[config.mk]
export PLATFORM = sky130hd
export DESIGN_NAME = trigger_crossbar_matrix
export DESIGN_NICKNAME = d
export VERILOG_FILES = /design/src/rtl/trigger_crossbar_matrix.sv
export SDC_FILE = /design/constraint.sdc
export NUM_CORES = 2
export LEC_CHECK = 0
export CORE_MARGIN = 2
export CORE_UTILIZATION = 60
export DETAILED_ROUTE_END_ITERATION = 16
export PLACE_DENSITY = 0.83
export SETUP_SLACK_MARGIN = 0.2
export SLEW_MARGIN = 40
export SYNTH_ARGS = -nofsm -noshare
export SYNTH_HDL_FRONTEND = slang
export SYNTH_SLANG_ARGS = --single-unit
[constraint.sdc]
create_clock -name clk -period 70.6 [get_ports clk]
set_input_delay 10.59 -clock clk [delete_from_list [all_inputs] [get_ports clk]]
set_output_delay 10.59 -clock clk [all_outputs]
set_load 0.1 [all_outputs]
[src/rtl/trigger_crossbar_matrix.sv]
// Parametrised trigger crossbar: routes NUM_IN trigger inputs to NUM_OUT outputs with
// per-output mode, per-input saturating edge counters and activity LED stretchers.
module trigger_crossbar_matrix #(
  parameter int NUM_IN     = 12,
  parameter int NUM_OUT    = 12,
  parameter int LED_CYCLES = 12500000
) (
  input  logic               clk,
  input  logic               rst,
  input  logic [NUM_IN-1:0]  trig_in,
  output logic [NUM_OUT-1:0] trig_out,
  output logic [NUM_IN-1:0]  trig_in_led,
  output logic [NUM_OUT-1:0] trig_out_led,
  input  logic               cfg_wr_en,
  input  logic               cfg_rd_en,
  input  logic [9:0]         cfg_addr,
  input  logic [31:0]        cfg_wdata,
  output logic [31:0]        cfg_rdata,
  output logic               cfg_rd_valid
);

  localparam int SEL_W = (NUM_IN > 1) ? $clog2(NUM_IN) : 1;
  localparam int LED_W = $clog2(LED_CYCLES + 1);

  typedef enum logic [1:0] {
    MODE_OFF     = 2'd0,
    MODE_PASS    = 2'd1,
    MODE_INV     = 2'd2,
    MODE_STRETCH = 2'd3
  } mode_t;

  logic [NUM_IN-1:0]  sync1, sync2, prev, in_edge, edge_q;
  logic [NUM_OUT-1:0] out_s1, out_s2, out_prev, out_edge;
  logic [31:0]        cfg_word [NUM_OUT];
  logic [31:0]        cnt_word [NUM_IN];
  logic [31:0]        rd_next;
  logic               unused_wdata;

  // Reserved write-data bits are intentionally dropped.
  assign unused_wdata = ^cfg_wdata;

  // Input synchronizer, edge-detect register and a one-cycle delayed edge for stretch mode.
  always_ff @(posedge clk or posedge rst) begin
    if (rst) begin
      sync1  <= '0;
      sync2  <= '0;
      prev   <= '0;
      edge_q <= '0;
    end else begin
      sync1  <= trig_in;
      sync2  <= sync1;
      prev   <= sync2;
      edge_q <= in_edge;
    end
  end

  assign in_edge = sync2 & ~prev;

  // Output activity is detected on a synchronized copy since passthrough outputs are async.
  always_ff @(posedge clk or posedge rst) begin
    if (rst) begin
      out_s1   <= '0;
      out_s2   <= '0;
      out_prev <= '0;
    end else begin
      out_s1   <= trig_out;
      out_s2   <= out_s1;
      out_prev <= out_s2;
    end
  end

  assign out_edge = out_s2 & ~out_prev;

  for (genvar k = 0; k < NUM_OUT; k++) begin : g_out
    logic [SEL_W-1:0] sel;
    mode_t            mode;
    logic [15:0]      len;
    logic [15:0]      str_cnt;
    logic [LED_W-1:0] led_cnt;
    logic             wr_hit, sel_ok, src_edge, out_bit;
    logic [31:0]      word;

    assign wr_hit   = cfg_wr_en && (cfg_addr == 10'(k));
    assign sel_ok   = ({1'b0, sel} < (SEL_W + 1)'(NUM_IN));
    assign src_edge = sel_ok ? edge_q[sel] : 1'b0;

    always_ff @(posedge clk or posedge rst) begin
      if (rst) begin
        sel  <= '0;
        mode <= MODE_OFF;
        len  <= '0;
      end else if (wr_hit) begin
        sel  <= cfg_wdata[SEL_W-1:0];
        mode <= mode_t'(cfg_wdata[9:8]);
        len  <= cfg_wdata[31:16];
      end
    end

    // Stretch counter: any config write cancels a pulse, a new edge reloads it.
    always_ff @(posedge clk or posedge rst) begin
      if (rst) begin
        str_cnt <= '0;
      end else if (wr_hit) begin
        str_cnt <= '0;
      end else if (mode == MODE_STRETCH && src_edge) begin
        str_cnt <= (len == 16'd0) ? 16'd1 : len;
      end else if (str_cnt != 16'd0) begin
        str_cnt <= str_cnt - 16'd1;
      end
    end

    always_comb begin
      out_bit = 1'b0;
      case (mode)
        MODE_PASS:    out_bit = sel_ok & trig_in[sel];
        MODE_INV:     out_bit = sel_ok & ~trig_in[sel];
        MODE_STRETCH: out_bit = sel_ok & (str_cnt != 16'd0);
        default:      out_bit = 1'b0;
      endcase
    end

    assign trig_out[k] = out_bit;

    always_ff @(posedge clk or posedge rst) begin
      if (rst) begin
        led_cnt <= '0;
      end else if (out_edge[k]) begin
        led_cnt <= LED_W'(LED_CYCLES);
      end else if (led_cnt != '0) begin
        led_cnt <= led_cnt - 1'b1;
      end
    end

    assign trig_out_led[k] = (led_cnt != '0);

    always_comb begin
      word            = '0;
      word[SEL_W-1:0] = sel;
      word[9:8]       = mode;
      word[31:16]     = len;
    end

    assign cfg_word[k] = word;
  end

  for (genvar i = 0; i < NUM_IN; i++) begin : g_in
    logic [31:0]      event_cnt;
    logic [LED_W-1:0] led_cnt;
    logic             clr_hit;

    assign clr_hit = cfg_wr_en && (cfg_addr == 10'(32'h200 + i));

    // A clear on the same cycle as an edge wins; the count sticks at all-ones.
    always_ff @(posedge clk or posedge rst) begin
      if (rst) begin
        event_cnt <= '0;
      end else if (clr_hit) begin
        event_cnt <= '0;
      end else if (in_edge[i] && (event_cnt != 32'hFFFF_FFFF)) begin
        event_cnt <= event_cnt + 32'd1;
      end
    end

    always_ff @(posedge clk or posedge rst) begin
      if (rst) begin
        led_cnt <= '0;
      end else if (in_edge[i]) begin
        led_cnt <= LED_W'(LED_CYCLES);
      end else if (led_cnt != '0) begin
        led_cnt <= led_cnt - 1'b1;
      end
    end

    assign trig_in_led[i] = (led_cnt != '0);
    assign cnt_word[i]    = event_cnt;
  end

  always_comb begin
    rd_next = '0;
    for (int k = 0; k < NUM_OUT; k++) begin
      if (cfg_addr == 10'(k)) rd_next = cfg_word[k];
    end
    for (int i = 0; i < NUM_IN; i++) begin
      if (cfg_addr == 10'(32'h200 + i)) rd_next = cnt_word[i];
    end
  end

  // Read data is captured from pre-update state, so a same-cycle write or edge is not visible.
  always_ff @(posedge clk or posedge rst) begin
    if (rst) begin
      cfg_rdata    <= '0;
      cfg_rd_valid <= 1'b0;
    end else begin
      cfg_rd_valid <= cfg_rd_en;
      if (cfg_rd_en) cfg_rdata <= rd_next;
    end
  end

endmodule
Word-level counts from Yosys, hierarchy flattened
Index checks and enable logic that the tools add are counted.
- RAM bits: 0
- flip-flop bits (word level): 1533
- output and inout bits: 69
- logic and storage cells: 649
- memories: 0
- memory bits (read-only): 0
- bits in latches: 0
- $lt $le $gt $ge: 24
- shifts and indexed selects: 0
- div/mod/pow operators: 0
- $add $sub $neg: 48
- bitwise gates (word level): 52
- reduce and logical (&&, ||, !) cells: 145
- multiply operators: 0
- multiplexer cells: 216
- equal/unequal tests: 71
- operators with widths (operator ; count):
    2-to-1 mux 32 bit ; 48
    2-to-1 mux 24 bit ; 48
    2-to-1 mux 16 bit ; 48
    nonzero test 24 bit ; 24
    subtractor 24 x 1 -> 24 bit (second input constant) ; 24
    adder 32 x 1 -> 32 bit (second input constant) ; 12
    inequality test 32 bit (second input constant) ; 12
    zero test 16 bit ; 12
    nonzero test 16 bit ; 12
    subtractor 16 x 1 -> 16 bit (second input constant) ; 12
    == test 10 bit (second input constant) ; 12
    binary-select mux 1 bit (select 4 bit) ; 24
    nonzero test 2 bit ; 36
    < comparator 4 x 5 -> 1 bit (second input constant) ; 12
    == test 2 bit (second input constant) ; 24
    logical AND 1 bit ; 48
    < comparator 4 bit (second input constant) ; 12
    == test 10 x 3 -> 1 bit (second input constant) ; 4
    == test 10 x 4 -> 1 bit (second input constant) ; 4
    bitwise AND 1 bit ; 36
    2-to-1 mux 1 bit ; 36
    case mux 1 bit (3 select lines) ; 12
    nonzero test 3 bit ; 12
    bitwise AND 12 bit ; 2
    6 further kinds ; 30

Longest topological paths before layout
- depth in word-level cells: 25
- gate-level depth with buffers: 11
- depth with buffers taken out: 9

Worst setup path after synthesis
OpenSTA, ideal clock, no wires.
- kind: in2out
- from: input port trig_in[3]
- to: output port trig_out[11]
- slack: 48.055 ns
- arrival: 11.955 ns
- data required time: 60.010 ns
- buffers on the path: 2
- cell stages on the path: 8
- cell sequence: clkbuf_1 > mux4_2 > mux2i_1 > o21ai_0 > nand2_1 > o21ai_0 > nor2_1 > buf_4
- longest elaborated chain between the ends: 5
- ends and longest elaborated chain (what ; RTL line ; text):
    start, declared ; 10 ; input logic [NUM_IN-1:0] trig_in,
    binary-select mux 1 bit (select 4 bit) (*) ; 115, 116 ;
    2-to-1 mux 1 bit (implied by the code) (*) ; 115, 116 ;
    NOT 1 bit ; 116 ; MODE_INV: out_bit = sel_ok & ~trig_in[sel];
    bitwise AND 1 bit ; 116 ;
    case mux 1 bit (3 select lines) (*) ; 114 ; case (mode)
    end, declared ; 11 ; output logic [NUM_OUT-1:0] trig_out,
Every way passes the cells marked *; elsewhere a longest branch is shown, timed or not. The select of a mux whose other input is x is not followed.

Worst setup path after layout
- from: input port trig_in[8]
- to: output port trig_out[10]
Same word-level chain as after synthesis.

==> out/qor.yml <==
die:
  initial_utilization: 0.6042
  ios: 127
  fp.dieH_um: 378.6
  num_rows: 137
  dieArea_mm2: 0.1433
  core-area_mm2: 0.1394
  fp.dieW_um: 378.6
power:
  switchingPower_mw: 0.9392
  vdd_ir_drop_max_v: 0.00002558
  p_per_area_mw_per_mm2: 30.00
  power_frac_clock: 0.333
  pwr-share-comb: 0.217
  p_leak_nw: 37.10
  internal_power_mw: 1.837
  p_seq_frac: 0.450
  power_switching_share: 0.3384
outcome:
  outcome: "finished, final reports clean"
yosys:
  synth_warnings: 0
  synth_top_flop_cell: "dfrtp_1"
  synth_area_mm2: 0.08419
  syn_nets: 9050
  ys_ff_latch: 1533
  ys_types: 91
  synth_edf_count: 0
  yosysSeqAreaShare: 0.4556
  synth-async-reset-ratio: 1.000
  syn_inst: 8944
  syn_area_per_cell_um2: 9.414
critical_path:
  worst-path-stages: 7
  crit_top_cell: "o21ai_0"
  path_class: "primary input to output pin"
  critical_path_required_ns: 60.01
  crit_family: "buffers and inverters"
  path_max_fanout: 13
  crit_path_start_kind: "primary input"
  crit_buf_inv: 2
  cp_cell_sequence: "clkdlybuf4s50_1 > mux4_2 > mux2i_1 > o21ai_0 > o21ai_0 > a21oi_1 > buf_2"
  r2r_start: "g_in[3].event_cnt[9]$_DFFE_PP0P_"
  cp_slowest_cell: "clkdlybuf4s50_1"
  slowest_delay_ns: 1.12
  arrival_ns: 13.87
  timing.rr.end: "g_in[3].event_cnt[24]$_DFFE_PP0P_"
  startpoint: "trig_in[8]"
  r2r_slack_ns: 67.31
  crit_end: "trig_out[10]"
  r2r_cells: 6
  cp-end-kind: "output pin"
placement:
  pre_cts_slack_ns: 46.38
  io_buffers: 116
  gp_congestion: 1.035
  dpl.hpwl_um: 170500
clock_tree:
  clkTransAtPathRegs_ns: 0.05
  clockBufferDepth: 3
  ctsResizeCount: 0
  ctsHoldBuffers: 0
  cts_setup_buffers: 0
  cts_made_buffers: 164
  cts_tree: "yes"
  cts.sinks: 1533
  cts_root_buf: "clkbuf_16"
  insertion_delay_ns: 0.84
  h-tree-depth: 4
drt:
  postRouteAntennaNets: 0
  drt_wl_total_um: 251600
  drt_iter0_drc: 8695
  vias_per_cell: 6.668
  drc: 0
  firstDrtPassIters: 7
  wl_per_cell_um: 23.23
  vias: 72210
sta:
  slew_viol_final: 0
  layout_setup_ws_ns: 46.14
  setup_viol: 0
  tightestPinTransition_ns: 0.9940
  timing.final.crit_share: 0.3465
  fmax_ghz: 0.04088
  skew_ns: 0.02867
  min_period_ns: 24.46
  fin_setup_tns_ns: 0
  relSlewSlack: 0.3353
  grt_setup_unrepaired: "false"
  hold_viol: 0
final_layout:
  fin_nets: 8913
  seq_area_mm2: 0.03836
  final_util: 0.6640
  nFillCells: 10460
  layout_common_cells: "dfrtp_1 (1533), nor2_1 (1097), nand2_1 (904)"
  layout-drive-gt1-share: 0.1058
  multi_input_area_mm2: 0.04344
  area_delta_synth_final_pct: 9.906
  final_common_cell: "dfrtp_1"
run:
  cap_violations: 0
grt:
  grt_usage: 0.3474
  grt_max_degree: 108
  antenna_found_initial: 25
  grt_pass1_wl_um: 391900
  grt-ovfl-total: 0
  grt_pass1_vias: 69590
hold_path:
  hp-class: "flop to flop"
worst min path at each step:
| stage | endpoint | cells past startpoint | start | slack, ns |
|---|---|---|---|---|
| after global routing | out_s2[9]$_DFF_PP0_ | 0 | out_s1[9]$_DFF_PP0_ | 0.35 |
| after detailed placement | sync2[3]$_DFF_PP0_ | 0 | sync1[3]$_DFF_PP0_ | 0.33 |
| after global placement | sync2[8]$_DFF_PP0_ | 0 | sync1[8]$_DFF_PP0_ | 0.33 |
| after CTS | out_s2[5]$_DFF_PP0_ | 0 | out_s1[5]$_DFF_PP0_ | 0.34 |
| final | out_s2[4]$_DFF_PP0_ | 0 | out_s1[4]$_DFF_PP0_ | 0.35 |
| after floorplan | out_s2[0]$_DFF_PP0_ | 0 | out_s1[0]$_DFF_PP0_ | 0.33 |
synth_stat cells (33+ instances only):
library cell | number | area, um2
a211oi_1 | 76 | 570.6
a21oi_1 | 338 | 1692
a22oi_1 | 35 | 262.8
and2_1 | 44 | 275.3
and3_1 | 98 | 613.1
and4_1 | 57 | 499.2
buf_1 | 47 | 176.4
buf_2 | 49 | 245.2
clkbuf_1 | 428 | 1607
dfrtp_1 | 1533 | 38360
ha_1 | 48 | 600.6
inv_1 | 187 | 701.9
mux2_2 | 181 | 2038
mux2i_1 | 253 | 2532
mux4_2 | 113 | 2545
nand2_1 | 905 | 3397
nand2b_1 | 86 | 538.0
nand3_1 | 341 | 1707
nand3b_1 | 59 | 442.9
nand4_1 | 203 | 1270
nand4b_1 | 33 | 289.0
nor2_1 | 1105 | 4148
nor2b_1 | 66 | 412.9
nor3_1 | 275 | 1376
nor3b_1 | 33 | 247.7
nor4_1 | 256 | 1602
o211ai_1 | 66 | 495.5
o21ai_0 | 317 | 1587
o22ai_1 | 49 | 306.5
o31ai_1 | 54 | 405.4
or3_1 | 231 | 1445
or4_1 | 181 | 1359
xnor2_1 | 409 | 3582
xor2_1 | 372 | 3258
routing by layer:
metal	global-route usage	routed length [um]	vias up	share of wire
li1	-	-	31830	-
met1	0.4377	93250	35330	0.37
met2	0.5216	110900	3944	0.44
met3	0.1122	29180	1080	0.12
met4	0.2103	17840	28	0.071
met5	0.006175	369	-	0.0015
power groups by stage:
stage | clock network (mW) | logic, mW | registers, mW
after floorplan | 0 | 0.466 | 1.19
after global placement | 0 | 0.556 | 1.24
after detailed placement | 0 | 0.588 | 1.25
after CTS | 0.932 | 0.597 | 1.24
after global routing | 0.968 | 0.675 | 1.27
final | 0.924 | 0.604 | 1.25
state kept, by name (all words and copies together) (netlist names):
| register | cells |
|---|---|
| g_in.event_cnt | 384 |
| g_in.led_cnt | 288 |
| g_out.led_cnt | 288 |
| g_out.len | 192 |
| g_out.str_cnt | 192 |
| g_out.sel | 48 |
| cfg_rdata | 32 |
| g_out.mode | 24 |
| edge_q | 12 |
| out_prev | 12 |
| out_s1 | 12 |
| out_s2 | 12 |
| prev | 12 |
| sync1 | 12 |
| sync2 | 12 |
| cfg_rd_valid | 1 |
metrics by stage:
stage	total power [mW]	cells	hold slack, ns	area [um2]
after floorplan	1.660	8944	0.3312	84190
after global placement	1.794	10500	0.3317	86480
after detailed placement	1.838	10510	0.3347	86450
after CTS	2.767	10800	0.3403	92230
after global routing	2.911	10820	0.3499	92510
final	2.776	10830	0.3460	92540
logic make-up after synthesis:
kind of cell    Yosys count  share of synthesized area
mux                     547                    0.08451
fa+ha+maj                48                   0.007133
xor+xnor                781                    0.08124
compound gates         1199                    0.09025
simple gates           4104                     0.2470
flops                  1533                     0.4556
buf+inv                 732                    0.03418
layout make-up:
class | instances | area share
Antenna cell | 17 | 0.0004597
Clock buffer | 230 | 0.05172
Clock inverter | 64 | 0.01072
Inverter | 192 | 0.007869
Multi-Input combinational cell | 6679 | 0.4694
Sequential cell | 1533 | 0.4146
Tap cell | 1876 | 0.02537
Timing Repair Buffer | 237 | 0.01988
Note: power is estimated with default switching activity, not from simulation.
